## src/rtl/control_unit_pkg.sv

```systemverilog
// Shared state, opcode and ALU encodings for the control unit and its sub-blocks.
// Constants only: no logic, no latency, no flow control.
package control_unit_pkg;

  typedef enum logic [3:0] {
    S_INIT   = 4'd0,
    S_FETCH  = 4'd1,
    S_DECODE = 4'd2,
    S_NOOP   = 4'd3,
    S_LOADA  = 4'd4,
    S_LOADB  = 4'd5,
    S_STORE  = 4'd6,
    S_ADD    = 4'd7,
    S_SUB    = 4'd8,
    S_HALT   = 4'd9
  } state_e;

  localparam logic [3:0] OP_NOOP  = 4'h0;
  localparam logic [3:0] OP_STORE = 4'h1;
  localparam logic [3:0] OP_LOAD  = 4'h2;
  localparam logic [3:0] OP_ADD   = 4'h3;
  localparam logic [3:0] OP_SUB   = 4'h4;
  localparam logic [3:0] OP_HALT  = 4'h5;

  localparam logic [2:0] ALU_PASS = 3'b000;
  localparam logic [2:0] ALU_ADD  = 3'b001;
  localparam logic [2:0] ALU_SUB  = 3'b010;

endpackage

```

## src/rtl/control_unit_instruc_reg.sv

```systemverilog
// Instruction register: loads the ROM word when ld_i is high, otherwise holds.
// Zero latency beyond the load edge; cleared asynchronously by reset.
module instruc_reg (
  input  logic        clk_i,
  input  logic        rst_i,
  input  logic        ld_i,
  input  logic [15:0] d_i,
  output logic [15:0] q_o
);

  logic [15:0] ir_q;

  always_ff @(posedge clk_i or posedge rst_i) begin
    if (rst_i)     ir_q <= 16'h0000;
    else if (ld_i) ir_q <= d_i;
  end

  assign q_o = ir_q;

endmodule

```

## src/rtl/control_unit_instruction_mem.sv

```systemverilog
// 128x16 program ROM with a registered read port, one cycle of latency.
// No reset on the output register and no stall: it samples the address every clock.
module instruction_mem (
  input  logic        clk_i,
  input  logic [6:0]  addr_i,
  output logic [15:0] data_o
);

  logic [15:0] data_q;

  function automatic logic [15:0] rom_word(input logic [6:0] a);
    case (a)
      7'd0:    rom_word = 16'h20B1;
      7'd1:    rom_word = 16'h21B2;
      7'd2:    rom_word = 16'h2063;
      7'd3:    rom_word = 16'h28A4;
      7'd4:    rom_word = 16'h4145;
      7'd5:    rom_word = 16'h4326;
      7'd6:    rom_word = 16'h3560;
      7'd7:    rom_word = 16'h1CD0;
      7'd8:    rom_word = 16'h5000;
      default: rom_word = 16'h0000;
    endcase
  endfunction

  always_ff @(posedge clk_i) begin
    data_q <= rom_word(addr_i);
  end

  assign data_o = data_q;

endmodule

```

## src/rtl/control_unit_pc_counter.sv

```systemverilog
// 7-bit program counter: clear beats increment, 127 rolls over to 0.
// Updates on the clock edge; cleared asynchronously by reset.
module pc_counter (
  input  logic       clk_i,
  input  logic       rst_i,
  input  logic       clr_i,
  input  logic       up_i,
  output logic [6:0] pc_o
);

  logic [6:0] pc_q;
  logic [6:0] pc_d;

  always_comb begin
    pc_d = pc_q;
    if (clr_i)     pc_d = 7'd0;
    else if (up_i) pc_d = pc_q + 7'd1;
  end

  always_ff @(posedge clk_i or posedge rst_i) begin
    if (rst_i) pc_q <= 7'd0;
    else       pc_q <= pc_d;
  end

  assign pc_o = pc_q;

endmodule

```

## src/rtl/control_unit_state_machine.sv

```systemverilog
// Fetch/decode/execute sequencer; all datapath controls are Moore outputs of the state.
// Decodes from the instruction register, never from the raw ROM word.
module state_machine
  import control_unit_pkg::*;
(
  input  logic        clk_i,
  input  logic        rst_i,
  input  logic [15:0] ir_i,
  output logic [3:0]  state_o,
  output logic [3:0]  next_state_o,
  output logic [7:0]  d_addr_o,
  output logic        d_wr_o,
  output logic        rf_s_o,
  output logic        rf_w_en_o,
  output logic [3:0]  rf_ra_addr_o,
  output logic [3:0]  rf_rb_addr_o,
  output logic [3:0]  rf_w_addr_o,
  output logic [2:0]  alu_s0_o,
  output logic        pc_clr_o,
  output logic        pc_up_o,
  output logic        ir_ld_o
);

  state_e state_q;
  state_e state_d;

  always_comb begin
    state_d      = state_q;
    d_addr_o     = 8'h00;
    d_wr_o       = 1'b0;
    rf_s_o       = 1'b0;
    rf_w_en_o    = 1'b0;
    rf_ra_addr_o = 4'h0;
    rf_rb_addr_o = 4'h0;
    rf_w_addr_o  = 4'h0;
    alu_s0_o     = ALU_PASS;
    pc_clr_o     = 1'b0;
    pc_up_o      = 1'b0;
    ir_ld_o      = 1'b0;
    case (state_q)
      S_INIT: begin
        pc_clr_o = 1'b1;
        state_d  = S_FETCH;
      end
      S_FETCH: begin
        ir_ld_o = 1'b1;
        pc_up_o = 1'b1;
        state_d = S_DECODE;
      end
      S_DECODE: begin
        case (ir_i[15:12])
          OP_STORE: state_d = S_STORE;
          OP_LOAD:  state_d = S_LOADA;
          OP_ADD:   state_d = S_ADD;
          OP_SUB:   state_d = S_SUB;
          OP_HALT:  state_d = S_HALT;
          default:  state_d = S_NOOP;
        endcase
      end
      S_NOOP: state_d = S_FETCH;
      // LoadA settles the memory address; LoadB repeats it and commits the write.
      S_LOADA, S_LOADB: begin
        d_addr_o    = ir_i[11:4];
        rf_s_o      = 1'b1;
        rf_w_addr_o = ir_i[3:0];
        rf_w_en_o   = (state_q == S_LOADB);
        state_d     = (state_q == S_LOADA) ? S_LOADB : S_FETCH;
      end
      S_STORE: begin
        d_addr_o     = ir_i[11:4];
        rf_ra_addr_o = ir_i[3:0];
        d_wr_o       = 1'b1;
        state_d      = S_FETCH;
      end
      S_ADD, S_SUB: begin
        rf_ra_addr_o = ir_i[11:8];
        rf_rb_addr_o = ir_i[7:4];
        rf_w_addr_o  = ir_i[3:0];
        rf_w_en_o    = 1'b1;
        alu_s0_o     = (state_q == S_ADD) ? ALU_ADD : ALU_SUB;
        state_d      = S_FETCH;
      end
      S_HALT:  state_d = S_HALT;
      default: state_d = S_INIT;
    endcase
  end

  always_ff @(posedge clk_i or posedge rst_i) begin
    if (rst_i) state_q <= S_INIT;
    else       state_q <= state_d;
  end

  assign state_o      = state_q;
  assign next_state_o = state_d;

endmodule

```

## src/rtl/control_unit.sv

```systemverilog
// Top level of the multi-cycle control unit: ROM, IR, PC and sequencer wired together.
// Instruction fetch has one cycle of ROM latency; there is no external stall input.
module control_unit
  import control_unit_pkg::*;
(
  input  logic        reset,
  input  logic        clk,
  output logic [3:0]  OutState,
  output logic [3:0]  NextState,
  output logic [7:0]  D_addr,
  output logic        D_wr,
  output logic        RF_s,
  output logic        RF_W_en,
  output logic [3:0]  RF_Ra_addr,
  output logic [3:0]  RF_Rb_addr,
  output logic [3:0]  RF_W_addr,
  output logic [2:0]  ALU_s0,
  output logic [6:0]  PC_Out,
  output logic        PC_clr,
  output logic        PC_up,
  output logic        IR_ld,
  output logic [15:0] IR_Out,
  output logic [15:0] data
);

  instruction_mem u_imem (
    .clk_i  (clk),
    .addr_i (PC_Out),
    .data_o (data)
  );

  instruc_reg u_ir (
    .clk_i (clk),
    .rst_i (reset),
    .ld_i  (IR_ld),
    .d_i   (data),
    .q_o   (IR_Out)
  );

  pc_counter u_pc (
    .clk_i (clk),
    .rst_i (reset),
    .clr_i (PC_clr),
    .up_i  (PC_up),
    .pc_o  (PC_Out)
  );

  state_machine u_fsm (
    .clk_i        (clk),
    .rst_i        (reset),
    .ir_i         (IR_Out),
    .state_o      (OutState),
    .next_state_o (NextState),
    .d_addr_o     (D_addr),
    .d_wr_o       (D_wr),
    .rf_s_o       (RF_s),
    .rf_w_en_o    (RF_W_en),
    .rf_ra_addr_o (RF_Ra_addr),
    .rf_rb_addr_o (RF_Rb_addr),
    .rf_w_addr_o  (RF_W_addr),
    .alu_s0_o     (ALU_s0),
    .pc_clr_o     (PC_clr),
    .pc_up_o      (PC_up),
    .ir_ld_o      (IR_ld)
  );

endmodule

```

## config.mk

```make
export PLATFORM = sky130hd
export DESIGN_NAME = control_unit
export DESIGN_NICKNAME = d
export VERILOG_FILES = /design/src/rtl/control_unit_pkg.sv /design/src/rtl/control_unit_instruc_reg.sv /design/src/rtl/control_unit_instruction_mem.sv /design/src/rtl/control_unit_pc_counter.sv /design/src/rtl/control_unit_state_machine.sv /design/src/rtl/control_unit.sv
export SDC_FILE = /design/constraint.sdc
export NUM_CORES = 1
export LEC_CHECK = 0
export ABC_AREA = 1
export BUFFER_PORTS_ARGS = -buffer_cell sky130_fd_sc_hd__buf_2
export CORE_MARGIN = 5
export CORE_UTILIZATION = 40
export CTS_BUF_LIST = sky130_fd_sc_hd__clkbuf_16
export CTS_CLUSTER_SIZE = 14
export DETAILED_ROUTE_END_ITERATION = 16
export PLACE_DENSITY = 0.81
export SYNTH_ARGS = -nofsm -noshare
export SYNTH_HDL_FRONTEND = slang
export SYNTH_SLANG_ARGS = --single-unit
```

## constraint.sdc

```tcl
create_clock -name clk -period 1.4 [get_ports clk]
set_input_delay 0.28 -clock clk [delete_from_list [all_inputs] [get_ports clk]]
set_output_delay 0.28 -clock clk [all_outputs]
set_load 0.01 [all_outputs]
```

==> impl_metrics.ini <==
[run_status]
status = complete, but fails checks
violations = setup timing

[routing]
ant_nets = 0
vias = 2050
dr.first_iter.drc_count = 174
drc = 0
wire_per_inst_um = 14.79
via_per_inst = 4.976
drt-pass1-iter-count = 4
wirelength_um = 6094

[setup_path]
crit_path_start_kind = flop
cp.arrival_ps = 1510
r2r_slack_ps = -50
r2r_start = u_fsm.state_o[3]
cp-end-kind = output pin
cp.required_ps = 1120
cp_cell_sequence = nor2_4 > inv_2 > nor3_4 > o21ai_1 > nand2_1 > buf_2
worstReg2RegEnd = u_ir.q_o[6]
worst-r2r-cell-count = 8
path_class = flop to output pin
crit_buf_inv = 2
cp_slowest_cell = dfrtp_2
crit_fanout = 5
critPathMaxStageDelay_ps = 460
cpLargestDelayFamily = simple AND/OR/NAND/NOR gates

[timing]
worst_slack_ps = -388.7
fmax_ghz = 0.5591
fin_worst_skew_ps = 1.838
setup_viol = 41
hold_violations = 0
holdWs_ps = 43.17
maxSlewViolCount = 0
layout_min_cycle_time_ps = 1789
rsz0062_at_grt = yes
period_share_pct = 127.8

[min_path]
min_path_type = primary input to async pin

[power_and_ir_drop]
p_per_area_nw_per_um2 = 828.8
p_leak_nw = 1.621
peakVddDrop_mv = 0.4047

[yosys]
synthTopCellsByArea = dfrtp_1 (33%), dfxtp_1 (15%), nand2_1 (11%), inv_1 (6.8%), nor2_1 (5.7%)
netlist_area_um2 = 1924
synth_warnings = 0
synth_cells = 246
synth.distinct_cells = 27
postSynth.asyncResetShare_pct = 64.10
synth_edf_count = 0
yosysTopAreaCell = dfrtp_1
synth_top_area_share_pct = 32.51
ys_seq_area_share_pct = 47.07
synth_area_per_cell_um2 = 7.823
synth_seq_cells = 39
synthFlopType = dfrtp_1

[die]
die-width_um = 79.36
core_area_um2 = 4692
initial_core_util_pct = 41.01
rows = 25
die_y_um = 79.36
io_pins = 78
die-area_um2 = 6298

[clock_network]
numCtsBuffers = 5
clk_latency_ps = 280
ctsHtreeMaxLevel = 2
cts_root_buf = clkbuf_16
cts_tree = done
clkTransAtPathRegs_ps = 60
cts_sinks = 39
cts_hold_buf = 0
clk_path_buf_depth = 2

[global_route]
grt_pass1_vias = 1907
overflow = 0
grt_max_degree = 26
grt_pass1_wl_um = 9149
antenna_found_initial = 0
grt.total_usage_pct = 18.49

[finish]
antenna_cells = 0
final_cell_mix = buf_2 (67), nand2_1 (51), buf_4 (32)
final_common_cell = buf_2
nNetsFinal = 366
syn_to_final_growth_pct = 51.82
post_route_cells_drive_above_1_share_pct = 43.30

[run]
cap_violations = 0

[placement]
post-place-ws_ps = -118.8
routabilityCongestion = 0.8671
dp_hpwl_um = 4104
io_buffers = 71
sequential cells by signal, indices dropped and copies added (netlist names):
name,cells
u_pc.pc_o,7
u_fsm.state_o,4
u_imem.data_o,14
u_ir.q_o,14
worst max-delay path by stage:
stage                           from       endpoint  slack [ps]  depth (start not counted)
finish              u_fsm.state_o[3]   NextState[2]        -390                          6
global route        u_fsm.state_o[3]   NextState[2]        -470                          6
CTS                 u_fsm.state_o[2]   NextState[0]        -360                          7
detailed placement  u_fsm.state_o[2]  RF_Ra_addr[0]        -120                          7
global placement    u_fsm.state_o[2]  RF_Ra_addr[0]         -50                          7
floorplan           u_fsm.state_o[2]  RF_Ra_addr[0]          30                          6
through the flow:
| step | area, µm² | util, % | setup TNS, ps | power [mW] | cells |
|---|---|---|---|---|---|
| floorplan | 1959 | - | 0 | 1.173 | 251 |
| global placement | 2497 | 53.23 | -204.1 | 1.169 | 392 |
| finish | 2922 | 62.27 | -9613 | 2.421 | 412 |
| global route | 2922 | 62.27 | -12810 | 2.498 | 412 |
| CTS | 2816 | 60.03 | -8908 | 2.444 | 407 |
| detailed placement | 2497 | 53.23 | -634.8 | 1.169 | 392 |
cells in the mapped netlist, types with 4 or more instances:
cell type   n
o22ai_1     4
buf_4       9
a21oi_1    12
nor2_1     29
nand2_1    56
inv_1      35
o21ai_1    15
dfxtp_1    14
nand3_1    11
ha_1        7
o21ai_0     9
dfrtp_1    25
routing by layer:
layer / up-vias / wire [µm] / global-route usage [%]
li1: 988 / - / -
met2: 107 / 3321 / 34.85
met4: 0 / 67 / 4.467
met3: 8 / 526 / 4.649
met5: - / 0 / 0
met1: 947 / 2179 / 20.60
tightest hold or removal path, stage by stage:
cell	delay, ps
buf_2	90
inv_1	40
buf_4	310
final cells by class:
| cell class | count | area [µm²] |
|---|---|---|
| multi-input cells | 163 | 924.6 |
| repair buffers | 110 | 699.4 |
| fillers | 360 | 1770 |
| inverters | 38 | 150.1 |
| clock buffers | 5 | 125.1 |
| well taps | 54 | 67.56 |
| flip-flops and latches | 39 | 910.9 |
| clock inverters | 3 | 43.79 |
kinds of logic (layout without fill, tap and decap cells):
group                      after synthesis  count (layout)  share of synthesized area (%)
adders and majority gates                7               7                          4.551
buffers and inverters                   50             156                          12.48
other                                    1               6                         0.1949
and+or+nand+nor                        107             108                          24.19
AOI/OAI and AO/OA                       42              42                          11.51
DFF                                     39              39                          47.07
report_power, final:
part           leakage (nW)  switching [mW]  internal, mW
Clock                0.0838           0.436         0.839
Combinational          1.11          0.0220       0.00304
Sequential            0.428               0          1.12
Total                  1.62           0.458          1.96
what timing repair did:
action	CTS	global route
pin swaps	7	12
endpoints found under the setup margin	31	47
gates cloned	0	1
resized for setup	24	20
buffers inserted	9	7
Note: power is estimated with default switching activity, not from simulation.
